<file path="src/rtl/led_gpio_pkg.sv">
// Shared definitions for the LED/button bus responder: register offsets,
// window size and transaction FSM states.
package led_gpio_pkg;

   localparam logic [4:0] OFF_LED_DATA   = 5'h00;
   localparam logic [4:0] OFF_LED_SET    = 5'h04;
   localparam logic [4:0] OFF_LED_CLR    = 5'h08;
   localparam logic [4:0] OFF_BTN_IN     = 5'h0C;
   localparam logic [4:0] OFF_BTN_EDGE   = 5'h10;
   localparam logic [4:0] OFF_BLINK_MASK = 5'h14;
   localparam logic [4:0] OFF_BLINK_DIV  = 5'h18;

   localparam int unsigned WIN_SIZE = 32;

   typedef enum logic [1:0] {
      IDLE = 2'd0,
      WAIT = 2'd1,
      ACK  = 2'd2
   } state_t;

endpackage

</file>
<file path="src/rtl/led_gpio_responder_btn_sync.sv">
// Two-flop button synchronizer with rising-edge detect on the synchronized level.
module btn_sync_edge #(
   parameter int unsigned BTN_W = 4
) (
   input  logic             clk,
   input  logic             rst,
   input  logic [BTN_W-1:0] i_btn,
   output logic [BTN_W-1:0] o_level,
   output logic [BTN_W-1:0] o_rise
);

   logic [BTN_W-1:0] r_s1;
   logic [BTN_W-1:0] r_s2;
   logic [BTN_W-1:0] r_prev;

   always_ff @(posedge clk or posedge rst) begin
      if (rst) begin
         r_s1   <= '0;
         r_s2   <= '0;
         r_prev <= '0;
      end else begin
         r_s1   <= i_btn;
         r_s2   <= r_s1;
         r_prev <= r_s2;
      end
   end

   assign o_level = r_s2;
   assign o_rise  = r_s2 & ~r_prev;

endmodule

</file>
<file path="src/rtl/led_gpio_responder.sv">
// Memory-mapped LED/button responder with programmable wait states.
// Optional blink unit (BLINK_MASK/BLINK_DIV) enabled by defining LED_BLINK_EN.
module led_gpio_responder
   import led_gpio_pkg::*;
#(
   parameter logic [31:0] ADDR_BASE   = 32'h0000_1000,
   parameter int unsigned WAIT_STATES = 1,
   parameter int unsigned BTN_W       = 4,
   parameter logic [7:0]  LED_RESET   = 8'h00
) (
   input  logic             clk,
   input  logic             rst,
   input  logic             bus_req,
   input  logic             bus_we,
   input  logic [31:0]      bus_addr,
   input  logic [31:0]      bus_wdata,
   input  logic [3:0]       bus_wstrb,
   output logic             bus_ack,
   output logic [31:0]      bus_rdata,
   output logic             bus_err,
   input  logic [BTN_W-1:0] btn_in,
   output logic [7:0]       leds
);

   localparam logic [3:0] WS_LOAD = (WAIT_STATES == 0) ? 4'd0 : 4'(WAIT_STATES - 1);

   state_t           r_state;
   state_t           w_next;
   logic [3:0]       r_cnt;
   logic             r_we;
   logic [31:0]      r_addr;
   logic [31:0]      r_wdata;
   logic             r_wstrb0;
   logic [7:0]       r_led;
   logic [BTN_W-1:0] r_edge;
   logic             r_ack;
   logic             r_err;
   logic [31:0]      r_rdata;

   logic [BTN_W-1:0] w_level;
   logic [BTN_W-1:0] w_rise;
   logic [BTN_W-1:0] w_edge_clr;
   logic [31:0]      w_off;
   logic             w_in_win;
   logic             w_err;
   logic [31:0]      w_rdata;
   logic             w_wr;
   logic             w_unused;

`ifdef LED_BLINK_EN
   logic [7:0]  r_blink_mask;
   logic [15:0] r_blink_div;
   logic [15:0] r_blink_cnt;
   logic        r_phase;
`endif

   btn_sync_edge #(.BTN_W(BTN_W)) u_btn (
      .clk     (clk),
      .rst     (rst),
      .i_btn   (btn_in),
      .o_level (w_level),
      .o_rise  (w_rise)
   );

   always_ff @(posedge clk or posedge rst) begin
      if (rst) r_state <= IDLE;
      else     r_state <= w_next;
   end

   always_comb begin
      w_next = r_state;
      case (r_state)
         IDLE:    if (bus_req) w_next = (WAIT_STATES != 0) ? WAIT : ACK;
         WAIT:    if (r_cnt == 4'd0) w_next = ACK;
         ACK:     w_next = IDLE;
         default: w_next = IDLE;
      endcase
   end

   always_ff @(posedge clk or posedge rst) begin
      if (rst) begin
         r_cnt    <= '0;
         r_we     <= 1'b0;
         r_addr   <= '0;
         r_wdata  <= '0;
         r_wstrb0 <= 1'b0;
      end else if (r_state == IDLE && bus_req) begin
         r_cnt    <= WS_LOAD;
         r_we     <= bus_we;
         r_addr   <= bus_addr;
         r_wdata  <= bus_wdata;
         r_wstrb0 <= bus_wstrb[0];
      end else if (r_state == WAIT) begin
         r_cnt <= r_cnt - 4'd1;
      end
   end

   // Unsigned offset wraps for addresses below the base, so the explicit
   // lower bound is kept for clarity rather than necessity.
   assign w_off    = r_addr - ADDR_BASE;
   assign w_in_win = (r_addr >= ADDR_BASE) && (w_off < WIN_SIZE);

   always_comb begin
      w_err   = 1'b0;
      w_rdata = '0;
      if (!w_in_win || r_addr[1:0] != 2'b00) begin
         w_err = 1'b1;
      end else begin
         case (w_off[4:0])
            OFF_LED_DATA:   w_rdata[7:0] = r_led;
            OFF_LED_SET:    ;
            OFF_LED_CLR:    ;
            OFF_BTN_IN:     if (r_we) w_err = 1'b1;
                            else      w_rdata[BTN_W-1:0] = w_level;
            OFF_BTN_EDGE:   w_rdata[BTN_W-1:0] = r_edge;
`ifdef LED_BLINK_EN
            OFF_BLINK_MASK: w_rdata[7:0]  = r_blink_mask;
            OFF_BLINK_DIV:  w_rdata[15:0] = r_blink_div;
`endif
            default:        w_err = 1'b1;
         endcase
      end
   end

   assign w_wr       = (r_state == ACK) && r_we && r_wstrb0 && !w_err;
   assign w_edge_clr = (w_wr && w_off[4:0] == OFF_BTN_EDGE) ? r_wdata[BTN_W-1:0] : '0;

   always_ff @(posedge clk or posedge rst) begin
      if (rst) begin
         r_led   <= LED_RESET;
         r_edge  <= '0;
         r_ack   <= 1'b0;
         r_err   <= 1'b0;
         r_rdata <= '0;
      end else begin
         r_ack <= (r_state == ACK);
         if (r_state == ACK) begin
            r_err   <= w_err;
            r_rdata <= (w_err || r_we) ? '0 : w_rdata;
         end else begin
            r_err   <= 1'b0;
            r_rdata <= '0;
         end
         if (w_wr) begin
            case (w_off[4:0])
               OFF_LED_DATA: r_led <= r_wdata[7:0];
               OFF_LED_SET:  r_led <= r_led | r_wdata[7:0];
               OFF_LED_CLR:  r_led <= r_led & ~r_wdata[7:0];
               default:      ;
            endcase
         end
         // A fresh rise outranks a same-cycle clear of that bit.
         r_edge <= (r_edge & ~w_edge_clr) | w_rise;
      end
   end

`ifdef LED_BLINK_EN
   always_ff @(posedge clk or posedge rst) begin
      if (rst) begin
         r_blink_mask <= '0;
         r_blink_div  <= 16'hFFFF;
         r_blink_cnt  <= '0;
         r_phase      <= 1'b0;
      end else begin
         if (r_blink_cnt == r_blink_div) begin
            r_blink_cnt <= '0;
            r_phase     <= ~r_phase;
         end else begin
            r_blink_cnt <= r_blink_cnt + 16'd1;
         end
         if (w_wr && w_off[4:0] == OFF_BLINK_MASK) r_blink_mask <= r_wdata[7:0];
         if (w_wr && w_off[4:0] == OFF_BLINK_DIV)  r_blink_div  <= r_wdata[15:0];
      end
   end

   assign leds = r_led ^ (r_blink_mask & {8{r_phase}});
`else
   assign leds = r_led;
`endif

   assign bus_ack   = r_ack;
   assign bus_err   = r_err;
   assign bus_rdata = r_rdata;
   assign w_unused  = ^{bus_wstrb[3:1], r_wdata};

endmodule

</file>
<file path="config.mk">
export PLATFORM = sky130hd
export DESIGN_NAME = led_gpio_responder
export DESIGN_NICKNAME = d
export VERILOG_FILES = /design/src/rtl/led_gpio_pkg.sv /design/src/rtl/led_gpio_responder_btn_sync.sv /design/src/rtl/led_gpio_responder.sv
export SDC_FILE = /design/constraint.sdc
export NUM_CORES = 1
export LEC_CHECK = 0
export CAP_MARGIN = 15
export CORE_AREA = 10 10 100 102
export CTS_BUF_LIST = sky130_fd_sc_hd__clkbuf_8 sky130_fd_sc_hd__clkbuf_16
export CTS_CLUSTER_SIZE = 20
export DETAILED_ROUTE_END_ITERATION = 6
export DIE_AREA = 0 0 110 112
export MAX_ROUTING_LAYER = met4
export PLACE_DENSITY = 0.85
export REMOVE_ABC_BUFFERS = 1
export SLEW_MARGIN = 20
export SYNTH_ARGS = -nofsm -noshare
export SYNTH_HDL_FRONTEND = slang
export SYNTH_SLANG_ARGS = --single-unit
</file>
<file path="constraint.sdc">
create_clock -name clk -period 3.5 [get_ports clk]
set_input_delay 0.7 -clock clk [delete_from_list [all_inputs] [get_ports clk]]
set_output_delay 0.7 -clock clk [all_outputs]
set_load 0.02 [all_outputs]
</file>
Yosys cells after proc, flatten, opt, wreduce, memory -nomap -nowiden
Cells that the tools add are included.

word-level totals
  word-level logic and storage cells = 70
  input bits = 76
  register bits after elaboration = 106
  output and inout port bits = 42

operators by class
  equality and inequality tests = 8
  reduce and logical (&&, ||, !) cells = 19
  bitwise logic cells = 8
  muxes and demuxes = 17
  $lt $le $gt $ge = 2
  add/subtract/negate cells = 2

operators with widths
  kind                                                                                   count
  32-bit by 13-bit greater-or-equal comparator with 1-bit output, second input constant  1
  32-bit by 6-bit less-than comparator with 1-bit output, second input constant          1
  32-bit by 13-bit subtractor with 32-bit output, second input constant                  1
  8-bit two-way mux                                                                      3
  8-bit case mux with 3 select lines                                                     1
  4-bit two-way mux                                                                      5
  4-bit case mux with 3 select lines                                                     1
  5-bit by 4-bit equality test with 1-bit output, second input constant                  2
  4-bit bitwise AND                                                                      2
  8-bit bitwise AND                                                                      1
  4-bit inverter                                                                         2
  8-bit inverter                                                                         1
  8-bit bitwise OR                                                                       1
  1-bit logical AND                                                                      6
  5-bit by 3-bit equality test with 1-bit output, second input constant                  1
  5-bit equality test, second input constant                                             1
  5-bit zero test                                                                        1
  4-bit zero test                                                                        1
  2-bit two-way mux                                                                      2
  2-bit inequality test, second input constant                                           2
  4-bit bitwise OR                                                                       1
  2-bit case mux with 2 select lines                                                     1
  2-bit AND reduction                                                                    2
  2-bit nonzero test                                                                     2
  10 further kinds                                                                       14

Depth between registers and ports, before layout
Gate-level depths: netlist of the first run.

  word-level depth = 13
  gate-level depth with buffers = 7
  depth with buffers taken out = 5

Cells and area by module
A second synthesis of the first run with hierarchy kept.

unflattened totals
  cell total of the unflattened synthesis = 310
  area, all modules = 3,833.7 um2

modules (own cells, without submodules)
  module              instances  cells an instance  area an instance (um2)  seq. area each (um2)
  led_gpio_responder  1          293                3,474.6                 1,751.7
  btn_sync_edge       1          17                 359.1                   300.3

Least setup slack after synthesis of the first run
No wires, ideal clock.

  path kind = input-to-reg
  start = input bus_req
  end = register r_addr[24]
  setup time = 125 ps
  required time = 3,375 ps
  path slack = 1,542 ps
  arrival = 1,833 ps
  cell stages on the path = 3
  buffers on the path = 1
  path through = nor3b_1 -> clkbuf_1 -> mux2_2

between the ends
  longest elaborated chain between the ends = 1

RTL lines
  what                  RTL line                  source
  start, declared       led_gpio_responder.sv:13  input logic bus_req,
  1-bit logical AND     led_gpio_responder.sv:87  end else if (r_state == IDLE && bus_req) begin
  end signal, assigned  led_gpio_responder.sv:90  r_addr <= bus_addr;
  end, declared         led_gpio_responder.sv:31  logic [31:0] r_addr;

Every way passes these cells.
A chain may end at the register's enable or synchronous reset.

Worst setup path in the final report of the first run
  start = register r_addr[6]
  end = register r_edge[3]

between the ends
  longest elaborated chain between the ends = 13
  elaborated cells between the ends (all ways) = 14
  classes of those cells = add/sub (1); order compare (2); mux (2); bitwise (3); reduce/logical (6)

RTL lines
  what                                                    RTL line                   source
  32-bit by 13-bit subtractor with 32-bit output          led_gpio_responder.sv:100  assign w_off = r_addr - ADDR_BASE;
  32-bit by 6-bit less-than comparator with 1-bit output  led_gpio_responder.sv:101  assign w_in_win = (r_addr >= ADDR_BASE) && (w_off < WIN_SIZE);
  1-bit logical AND *                                     led_gpio_responder.sv:101
  1-bit zero test *                                       led_gpio_responder.sv:106  if (!w_in_win || r_addr[1:0] != 2'b00) begin
  1-bit logical OR *                                      led_gpio_responder.sv:106
  1-bit two-way mux *                                     led_gpio_responder.sv:106
  1-bit zero test *                                       led_gpio_responder.sv:125  assign w_wr = (r_state == ACK) && r_we && r_wstrb0 && !w_err;
  1-bit logical AND *                                     led_gpio_responder.sv:125
  1-bit logical AND *                                     led_gpio_responder.sv:126  assign w_edge_clr = (w_wr && w_off[4:0] == OFF_BTN_EDGE) ? r_wdata[BTN_W-1:0] : '0;
  4-bit two-way mux *                                     led_gpio_responder.sv:126
  4-bit inverter *                                        led_gpio_responder.sv:153  r_edge <= (r_edge & ~w_edge_clr) | w_rise;
  4-bit bitwise AND *                                     led_gpio_responder.sv:153
  4-bit bitwise OR *                                      led_gpio_responder.sv:153
  end signal, assigned                                    led_gpio_responder.sv:153
  end, declared                                           led_gpio_responder.sv:35   logic [BTN_W-1:0] r_edge;

Every way passes the cells marked *; elsewhere a longest branch is shown, timed or not.

==> key figures, run 1 <==
Logic synthesis
  – Sequential area share after synthesis: 0.586
  – Adder-cell share of the synthesized area: 0.00358
  – Area of the mapped netlist: about 3500 um^2
  – Largest family of logic cells by synthesized area: multiplexers
  – Post-synthesis compound-gate area fraction: 0.0737
  – Yosys warning total: 0
  – Synth Area in Simple Gates: 0.122
  – XOR/XNOR Fraction of Synth Area: 0.00501
  – Ys async rst share: 1.00
  – Main synth FF type: dfrtp_1
  – Distinct cells, synth: 36
  – Mean Syn Cell Area: ~12 um^2
  – Post-synthesis mux area share: 0.122
  – EDFF count, synth: 0
  – Register bit total from synthesis: 82
  – Post-synthesis cell count: 293

CTS
  – CTS sink count: 82
  – Clk_lat worst skew: 0.36 ns
  – Post-CTS resize count: 0
  – Cell chosen for the clock root: clkbuf_8
  – CTS tree: built
  – Post-cts hold buffer count: 0
  – Postcts setup bufs: 0
  – Clk buf depth: 2
  – Num CTS Buffers: 9
  – Clock Pin Slew Worst Setup and Hold Paths: 0.09 ns
  – H-tree depth: 3

GRT
  – First-pass GRT wire length: around 12 mm
  – Vias in the first global route: about 2500
  – Pin count of the biggest net entering global routing: 51
  – Initial antenna violation count: 0
  – Gr ovfl total: 0
  – GRT Resource Usage Total: 0.129

STA
  – Minimum clock period: ~2.3 ns
  – Final setup fails: 0
  – Final Hold Violating Endpoints: 0
  – Final Slew Violations: 0
  – Unrepaired setup endpoints after global routing: no
  – Final worst path period share: 0.658
  – Fmax: around 0.43 GHz
  – Setup Skew: roughly 0.010 ns
  – Max_slew headroom: 0.334
  – Worst setup margin: approximately 1.2 ns
  – Least-Margin Pin Slew: ~1 ns

Setup path
  – WP data required: approximately 3.8 ns
  – R2R depth: 5
  – Critical Path Sink: r_edge[3]$_DFF_PP0_
  – Worst R2R End: r_edge[3]$_DFF_PP0_
  – Crit end category: flop
  – Worst Setup SP: r_addr[6]$_DFFE_PP0P_
  – CP Max Fanout: 4
  – Critical path arrival: roughly 2.6 ns
  – Worst Setup Start Kind: flop
  – Crit path kind: flop to flop
  – Worst R2R Setup Slack: 1.20 ns
  – Crit Reg-Reg Startpoint: r_addr[6]$_DFFE_PP0P_

Cells and area
  – Most frequent cells in the layout: dfrtp_1 (82), clkdlybuf4s50_1 (66), mux2_2 (38), conb_1 (24)
  – Post-layout util: 0.546
  – Fill cell count: 693
  – Area grow syn2layout: 25.6%
  – Commonest non-fill, non-tap cell in the layout: dfrtp_1
  – Final net count: ~440
  – Ant. Diodes: 0
  – Share of cells above drive strength 1: 0.181

Flow run
  – Max cap viols: 0

Floorplanning
  – Die Ht: between 100 and 150 um
  – CORE AREA: 8050 um^2
  – I/O Pins: around 120
  – Die area: between 10000 and 15000 um^2
  – Row Count: 33
  – Chip Width: between 100 and 150 um
  – Initial core utilization: 0.435

Route
  – WL per Instance: between 15 and 20 um
  – Via Count: 2389
  – DRT antenna net count: 0
  – # DRC: 0
  – DR pass1 iterations: 4
  – Drt via density: between 5 and 6
  – Total Wirelength: slightly below 8 mm
  – Initial drt markers: around 150

Placed design
  – Pre-CTS WS: between 1 and 1.5 ns
  – Port buffer count: 66
  – Gpl congestion: between 0.8 and 0.9
  – DP HPWL: 5.79 mm

Power
  – Peak VDD IR: roughly 340 uV
  – Static leakage: about 0.0019 uW
  – PD cells: between 600 and 700 nW/um^2

Outcome
  – Run status: finished clean

Hold path
  – Min-Delay Path Class: flop to flop
[power by group]
group	internal [uW]	total, uW	switching [uW]
clock	341	698	358
sequential	1240	1530	293
combinational	439	814	376
[worst min-delay path by stage]
stage / start / to / depth (start not counted)
final: u_btn.r_s1[1]$_DFF_PP0_ / u_btn.o_level[1]$_DFF_PP0_ / 0
after global routing: u_btn.r_s1[1]$_DFF_PP0_ / u_btn.o_level[1]$_DFF_PP0_ / 0
after CTS: u_btn.r_s1[1]$_DFF_PP0_ / u_btn.o_level[1]$_DFF_PP0_ / 0
after detailed placement: u_btn.r_s1[1]$_DFF_PP0_ / u_btn.o_level[1]$_DFF_PP0_ / 0
after global placement: u_btn.r_s1[0]$_DFF_PP0_ / u_btn.o_level[0]$_DFF_PP0_ / 0
after floorplan: u_btn.r_s1[0]$_DFF_PP0_ / u_btn.o_level[0]$_DFF_PP0_ / 0
[cells in the mapped netlist, types with 2 or more instances]
cell	count	share of area
o21ai_1	12	0.017
inv_1	21	0.023
or4_1	2	0.0043
o22ai_1	2	0.0036
o21ai_0	14	0.020
a22o_1	5	0.013
nor4_1	11	0.020
nand2b_1	4	0.0071
mux2_2	38	0.12
o21bai_1	2	0.0043
nand3_1	3	0.0043
xor2_1	2	0.0050
nand4_1	7	0.013
buf_2	4	0.0057
clkbuf_1	3	0.0032
a22oi_1	4	0.0086
nand2_1	13	0.014
a21oi_2	2	0.0050
nand4b_1	2	0.0050
buf_4	24	0.051
nor3_1	3	0.0043
nor2_1	20	0.021
dfrtp_1	82	0.59
[worst max-delay path, cell delays in order (launching register included)]
cell     delay [ns]
dfrtp_1        0.39
nor4_1         0.41
nand4_2        0.23
nor4_1         0.73
nand4_1        0.21
a22o_1         0.23
[area by class of cell]
type | count | area, um^2 | area share
tap | 105 | 131 | 0.0299
multi-input combinational | 181 | 1240 | 0.281
clock inverter | 7 | 81.3 | 0.0185
sequential | 82 | 2050 | 0.467
clock buffer | 9 | 124 | 0.0282
timing repair buffer | 70 | 691 | 0.157
inverter | 21 | 80.1 | 0.0182
[registers in the layout, indices dropped and copies added, names as in the netlist, 2 cells and up]
name,count
r_state,2
u_btn.o_level,4
leds,8
r_addr,32
u_btn.r_prev,4
r_cnt,4
u_btn.r_s1,4
r_edge,4
r_wdata,8
bus_rdata,8
[logic make-up after synthesis]
logic type | after synthesis
compound gates | 42
xor+xnor | 2
fa+ha+maj | 1
buf+inv | 53
flops | 82
mux | 38
other cells | 1
simple gates | 74
[metal layers]
layer	wire, um	share of wire	vias to the layer above	global-route usage
met5	0	0	-	-
met4	74	0.0095	0	0.0408
met3	656	0.084	9	0.0484
met2	3870	0.50	82	0.204
met1	3180	0.41	1180	0.149
li1	-	-	1118	-
[stage by stage]
step | cells | area, um^2 | TNS (ns) | hold slack [ns] | total power (uW)
4_1_cts | 475 | 4400 | 0 | 0.357 | 3070
3_3_place_gp | 459 | 4190 | 0 | 0.334 | 2290
6_report | 475 | 4400 | 0 | 0.353 | 3050
3_5_place_dp | 459 | 4190 | 0 | 0.336 | 2360
5_1_grt | 475 | 4400 | 0 | 0.362 | 3240
2_1_floorplan | 284 | 3360 | -46.65 | 0.331 | 2100
Note: power is estimated with default switching activity, not from simulation.
==> inputs of run 2 (changes only) <==
Clock period 3.5 ns to 2.4 ns, I/O delays scaled along.
==> run 2 against run 1 <==
Compared with the run above: maximum frequency rose by 5.0%; worst hold slack got worse by 0.0077 ns; core utilization rose by 0.90 points; clock skew fell by 0.0024 ns; combinational power rose by 63%; clock power rose by 45%; routed wire length fell by 2.7%; final area rose by 1.7%; die area did not move; clock-buffer cell count rose by 2; critical path type unchanged; largest cell class unchanged.
==> key figures, run 2 (synthesis results as in run 1) <==
Cells and area
  – Ant. Diodes: 0 (unchanged)
  – Share of cells above drive strength 1: 0.196 (+0.0147)
  – Fill cell count: 676 (-2.5%)
  – Final net count: 450 (+1.8%)
  – Most frequent cells in the layout: dfrtp_1 (82), clkdlybuf4s50_1 (66), mux2_2 (38), conb_1 (24), inv_1 (21)
  – FF/Latch Area: 2050 um^2 (unchanged)
  – Area of the multi-input gates: 1240 um^2 (unchanged)
  – Area grow syn2layout: 27.7%
  – Final std cells w/o fill: 483 (+1.7%)
  – Most flops, register: r_addr
  – Max reg flops: 32 (unchanged)
  – Finished Cell Area: 4470 um^2 (+1.7%)
  – Commonest non-fill, non-tap cell in the layout: dfrtp_1
  – Post-layout util: 0.555 (+0.00901)

GRT
  – Gr ovfl total: 0 (unchanged)
  – Vias in the first global route: 2492 (-1.7%)
  – Initial antenna violation count: 0 (unchanged)
  – First-pass GRT wire length: 12.0 mm (-3.0%)
  – Pin count of the biggest net entering global routing: 43 (-16%)
  – GRT Resource Usage Total: 0.127 (-0.00283)

Floorplanning
  – CORE AREA: 8050 um^2 (unchanged)
  – Initial core utilization: 0.435 (unchanged)
  – Row Count: 33 (unchanged)
  – Die area: 12300 um^2 (unchanged)
  – I/O Pins: 118 (unchanged)
  – Die Ht: 112 um (unchanged)
  – Chip Width: 110 um (unchanged)

STA
  – Fmax: 0.456 GHz (+5.0%)
  – Unrepaired setup endpoints after global routing: no
  – Final Hold Violating Endpoints: 0 (unchanged)
  – Final worst path period share: 0.913 (+0.255)
  – Final Slew Violations: 0 (unchanged)
  – Setup Skew: 0.00799 ns (-0.00243 ns)
  – Final setup fails: 0 (unchanged)
  – Minimum clock period: 2.19 ns (-0.110 ns)
  – Worst setup margin: 0.209 ns (-0.990 ns)
  – Setup_tns: 0 ns (unchanged)

Setup path
  – Crit-path leading delay family: simple AND/OR/NAND/NOR gates
  – Critical path arrival: 2.42 ns (-0.13 ns)
  – Crit end category: flop
  – Crit path kind: flop to flop
  – Critical path buffers and inverters: 0 (unchanged)
  – Worst Setup Start Kind: flop
  – Slowest Stage Delay on Critical Path: 0.77 ns (+0.04 ns)
  – Worst path slowest cell: or4_1
  – WP data required: 2.63 ns (-1.12 ns)
  – CP Max Fanout: 8 (+4)
  – CP cell instances: nor4_1 > nand4_2 > or4_1 > a21oi_2 > o22ai_1

CTS
  – Cell chosen for the clock root: clkbuf_8
  – Postcts setup bufs: 0 (unchanged)
  – CTS sink count: 82 (unchanged)
  – Clk_lat worst skew: 0.35 ns (about the same)
  – H-tree depth: 3 (unchanged)
  – Post-CTS resize count: 0 (unchanged)
  – Post-cts hold buffer count: 0 (unchanged)
  – Clock Pin Slew Worst Setup and Hold Paths: 0.08 ns (about the same)
  – Clk buf depth: 2 (unchanged)
  – CTS tree: built
  – Num CTS Buffers: 9 (unchanged)

Power
  – Net Sw Frac: 0.323 (-0.0143)
  – Logic pwr share: 0.295 (+0.028)
  – Peak VDD IR: 567 uV (+66%)
  – Sw power: 1450 uW (+41%)
  – Static leakage: 0.00191 uW (+2.5%)
  – Sequential power share: 0.479 (-0.025)
  – PD cells: 1010 nW/um^2 (+45%)
  – P_int: 3040 uW (+51%)
  – Clock power frac: 0.226 (-0.003)

Route
  – WL per Instance: 15.7 um (-4.3%)
  – DR pass1 iterations: 4 (unchanged)
  – DRT antenna net count: 0 (unchanged)
  – Via Count: 2391 (+0.084%)
  – Initial drt markers: 109 (-28%)
  – Total Wirelength: 7.57 mm (-2.7%)
  – # DRC: 0 (unchanged)
  – Drt via density: 4.95 (-1.6%)

Hold path
  – Min-Delay Path Class: flop to flop

Placed design
  – Gpl congestion: 0.803 (-2.2%)
  – Port buffer count: 66 (unchanged)
  – DP HPWL: 5.76 mm (-0.54%)
  – DP Area: 4260 um^2 (+1.7%)
  – Inst Count DP: 467 (+1.7%)
  – Pre-CTS WS: 0.211 ns (-0.964 ns)

Outcome
  – Run status: finished clean

Flow run
  – Max cap viols: 0 (unchanged)
run 2: per-stage QoR:
stage | hold WS [ns] | power [uW]
5_1_grt | 0.360 | 4800
2_1_floorplan | 0.331 | 3060
4_1_cts | 0.352 | 4520
6_report | 0.346 | 4490
3_5_place_dp | 0.335 | 3510
3_3_place_gp | 0.336 | 3420
run 2: routing by layer:
metal,GRT usage,vias to the layer above,wire length [um]
li1,-,1137,-
met1,0.149,1161,3160
met2,0.196,86,3640
met3,0.0461,7,687
met4,0.0417,0,78
met5,-,-,0
run 2: final cells by class:
cell class	instances	area share
Timing Repair Buffer	78	0.171
Multi-Input combinational cell	181	0.277
Clock buffer	11	0.0339
Inverter	21	0.0179
Tap cell	105	0.0294
Clock inverter	5	0.0120
Sequential cell	82	0.459
run 2: worst register-to-register path, cell delays in order (launching register included):
cell and delay (ns):
dfrtp_1 0.38, nor4_1 0.41, nand4_2 0.23, or4_1 0.77, a21oi_2 0.19, o22ai_1 0.09
run 2: path summary, 6_finish.rpt:
check	startpoint	end	slack [ns]	cells after the start
worst min-delay path	u_btn.r_s1[2]$_DFF_PP0_	u_btn.o_level[2]$_DFF_PP0_	0.35	0
min in group asynchronous	rst	r_addr[20]$_DFFE_PP0P_	0.42	2
worst max register to register	r_addr[29]$_DFFE_PP0P_	leds[5]$_DFFE_PP0P_	0.21	5
max in group asynchronous	rst	r_addr[18]$_DFFE_PP0P_	1.40	3
worst max-delay path	r_addr[29]$_DFFE_PP0P_	leds[5]$_DFFE_PP0P_	0.21	5
worst min register to register	u_btn.r_s1[2]$_DFF_PP0_	u_btn.o_level[2]$_DFF_PP0_	0.35	0
run 2: power groups by stage:
stage / clock network (uW) / registers (uW) / logic [uW]
after detailed placement: 0 / 2170 / 1340
after CTS: 1040 / 2140 / 1340
after floorplan: 0 / 2130 / 930
final: 1010 / 2150 / 1330
after global routing: 1100 / 2210 / 1480
after global placement: 0 / 2140 / 1280
==> inputs of run 3 (changes only) <==
Settings changed: CORE_AREA 10 10 100 102 to 10 10 91 93, DIE_AREA 0 0 110 112 to 0 0 101 103, DONT_BUFFER_PORTS set to 1, PLACE_DENSITY 0.85 to 0.8.
Clock period 2.4 ns to 2 ns, I/O delays scaled along.
==> run 3 against run 2 <==
Compared with the run above: the flow now finishes with violations (negative setup slack); die area down 16%; final area down 11%; maximum frequency increased by 9.0%; non-clock buffer count is 53 lower; combinational power is 23% higher; via count is 6.7% lower; sequential cell count is the same; register-to-register slack got worse by 0.22 ns; power rose by 23%; routed wire length fell by 0.91%; first-iteration DRC count up 28%; sequential power increased by 23%; critical endpoint is now leds[2]$_DFFE_PP0P_.
==> key figures, run 3 (synthesis results as in run 1) <==
Outcome
  – Run status: finished with violations
  – Failing checks: negative setup slack

Route
  – DRT antenna net count: 0 (unchanged)
  – Total Wirelength: 7.50 mm (-0.91%)
  – WL per Instance: 18.6 um (+18%)
  – Via Count: 2231 (-6.7%)
  – # DRC: 0 (unchanged)
  – Initial drt markers: 139 (+28%)
  – Drt via density: 5.52 (+12%)
  – DR pass1 iterations: 4 (unchanged)

GRT
  – Initial antenna violation count: 0 (unchanged)
  – Vias in the first global route: 2382 (-4.4%)
  – First-pass GRT wire length: 11.9 mm (-0.81%)
  – Gr ovfl total: 0 (unchanged)
  – GRT Resource Usage Total: 0.152 (+0.0252)
  – Pin count of the biggest net entering global routing: 45 (+4.7%)

Placed design
  – DP Area: 3670 um^2 (-14%)
  – Port buffer count: 0 (-100%)
  – Pre-CTS WS: -0.141 ns (-0.353 ns)
  – Gpl congestion: 0.802 (-0.14%)
  – DP HPWL: 5.61 mm (-2.7%)

Power
  – Clock power frac: 0.222 (-0.004)
  – Sw power: 1820 uW (+25%)
  – Tot Pwr: 5510 uW (+23%)
  – Net Sw Frac: 0.330 (+0.00733)
  – Logic pwr share: 0.298 (+0.003)
  – Peak VDD IR: 838 uV (+48%)
  – Static leakage: 0.00177 uW (-7.7%)
  – P_int: 3690 uW (+21%)
  – Sequential power share: 0.480 (about the same)
  – PD cells: 1380 nW/um^2 (+37%)

Cells and area
  – Commonest non-fill, non-tap cell in the layout: dfrtp_1
  – Most frequent cells in the layout: dfrtp_1 (82), mux2_2 (38), conb_1 (24), inv_1 (21), nor2_1 (20)
  – Share of cells above drive strength 1: 0.290 (+0.0944)
  – Ant. Diodes: 0 (unchanged)
  – Final net count: 397 (-12%)
  – Most flops, register: r_addr
  – Area grow syn2layout: 14.2%
  – Finished Cell Area: 4000 um^2 (-11%)
  – Max reg flops: 32 (unchanged)

STA
  – Worst setup margin: -0.00996 ns (-0.219 ns)
  – Final worst path period share: 1.00 (+0.0919)
  – Minimum clock period: 2.01 ns (-0.181 ns)
  – Final Hold Violating Endpoints: 0 (unchanged)
  – Fmax: 0.498 GHz (+9.0%)
  – Final Slew Violations: 0 (unchanged)
  – Final setup fails: 1 (+1)
  – Setup Skew: 0.00677 ns (-0.00123 ns)
  – Unrepaired setup endpoints after global routing: yes

CTS
  – Clk buf depth: 2 (unchanged)
  – Num CTS Buffers: 9 (unchanged)
  – H-tree depth: 3 (unchanged)
  – Clk_lat worst skew: 0.35 ns (about the same)
  – CTS tree: built
  – CTS sink count: 82 (unchanged)
  – Clock Pin Slew Worst Setup and Hold Paths: 0.08 ns (about the same)
  – Cell chosen for the clock root: clkbuf_8

Flow run
  – Max cap viols: 0 (unchanged)

Floorplanning
  – I/O Pins: 118 (unchanged)
  – Chip Width: 101 um (-8.2%)
  – Row Count: 30 (-9.1%)
  – Initial core utilization: 0.533 (+0.0981)
  – CORE AREA: 6570 um^2 (-18%)
  – Die area: 10400 um^2 (-16%)
  – Die Ht: 103 um (-8.0%)

Setup path
  – CP Max Fanout: 8 (unchanged)
  – WP data required: 2.23 ns (-0.40 ns)
  – Crit end category: flop
  – Worst Setup Start Kind: flop
  – Critical path arrival: 2.24 ns (-0.18 ns)
  – Crit path kind: flop to flop

Hold path
  – Min-Delay Path Class: input port to flop
[run 3: power by group through the flow]
stage | combinational, uW | clock (uW) | sequential (uW)
2_1_floorplan | 1120 | 0 | 2560
3_3_place_gp | 1500 | 0 | 2580
3_5_place_dp | 1580 | 0 | 2610
4_1_cts | 1610 | 1250 | 2600
5_1_grt | 1820 | 1330 | 2720
6_report | 1640 | 1220 | 2650
[run 3: area by class of cell]
type	count	area, um^2
Tap cell	80	100
Fill cell	534	2570
Multi-Input combinational cell	181	1330
Timing Repair Buffer	25	230
Sequential cell	82	2050
Inverter	21	80.1
Clock inverter	3	38.8
Clock buffer	12	165
[run 3: per-layer routing]
layer / up-vias / part of all wire / GRT usage
li1: 1028 / - / -
met1: 1113 / 0.41 / 0.179
met2: 77 / 0.49 / 0.227
met3: 13 / 0.083 / 0.0617
met4: 0 / 0.021 / 0.0622
met5: - / 0 / -
[run 3: metrics by stage]
stage          setup TNS, ns  utilization  hold slack (ns)  instances
2_1_floorplan        -143.86            -            0.331        284
3_3_place_gp          -0.223        0.558            0.276        387
3_5_place_dp          -0.641        0.558            0.282        387
4_1_cts             -0.00633        0.596           0.0527        403
5_1_grt                -1.04        0.608           0.0467        404
6_report            -0.00996        0.608           0.0707        404
[run 3: final timing paths]
check                                              from                          to  slack [ns]  depth (start not counted)
worst max-delay path              r_addr[0]$_DFFE_PP0P_         leds[2]$_DFFE_PP0P_       -0.01                          7
worst min-delay path                          btn_in[3]     u_btn.r_s1[3]$_DFF_PP0_        0.07                          0
worst max register to register    r_addr[0]$_DFFE_PP0P_         leds[2]$_DFFE_PP0P_       -0.01                          7
worst min register to register  u_btn.r_s1[0]$_DFF_PP0_  u_btn.o_level[0]$_DFF_PP0_        0.35                          0
max in group asynchronous                           rst      r_addr[11]$_DFFE_PP0P_        0.98                          3
min in group asynchronous                           rst         leds[4]$_DFFE_PP0P_        0.48                          2
[run 3: timing repair]
action | CTS | global route
hold buffers | 1 | 0
endpoints found under the hold margin | 20 | 0
endpoints found under the setup margin | 20 | 20
gates resized for setup | 5 | 14
buffers inserted | 0 | 1
pin swaps | 2 | 4
[run 3: critical path, stage by stage, from the launching register on]
cell and delay [ns]:
dfrtp_1 0.43, buf_4 0.17, nor4_2 0.29, nand4_1 0.16, or4_1 0.45, buf_6 0.16, o21ai_1 0.15, o21ai_1 0.08
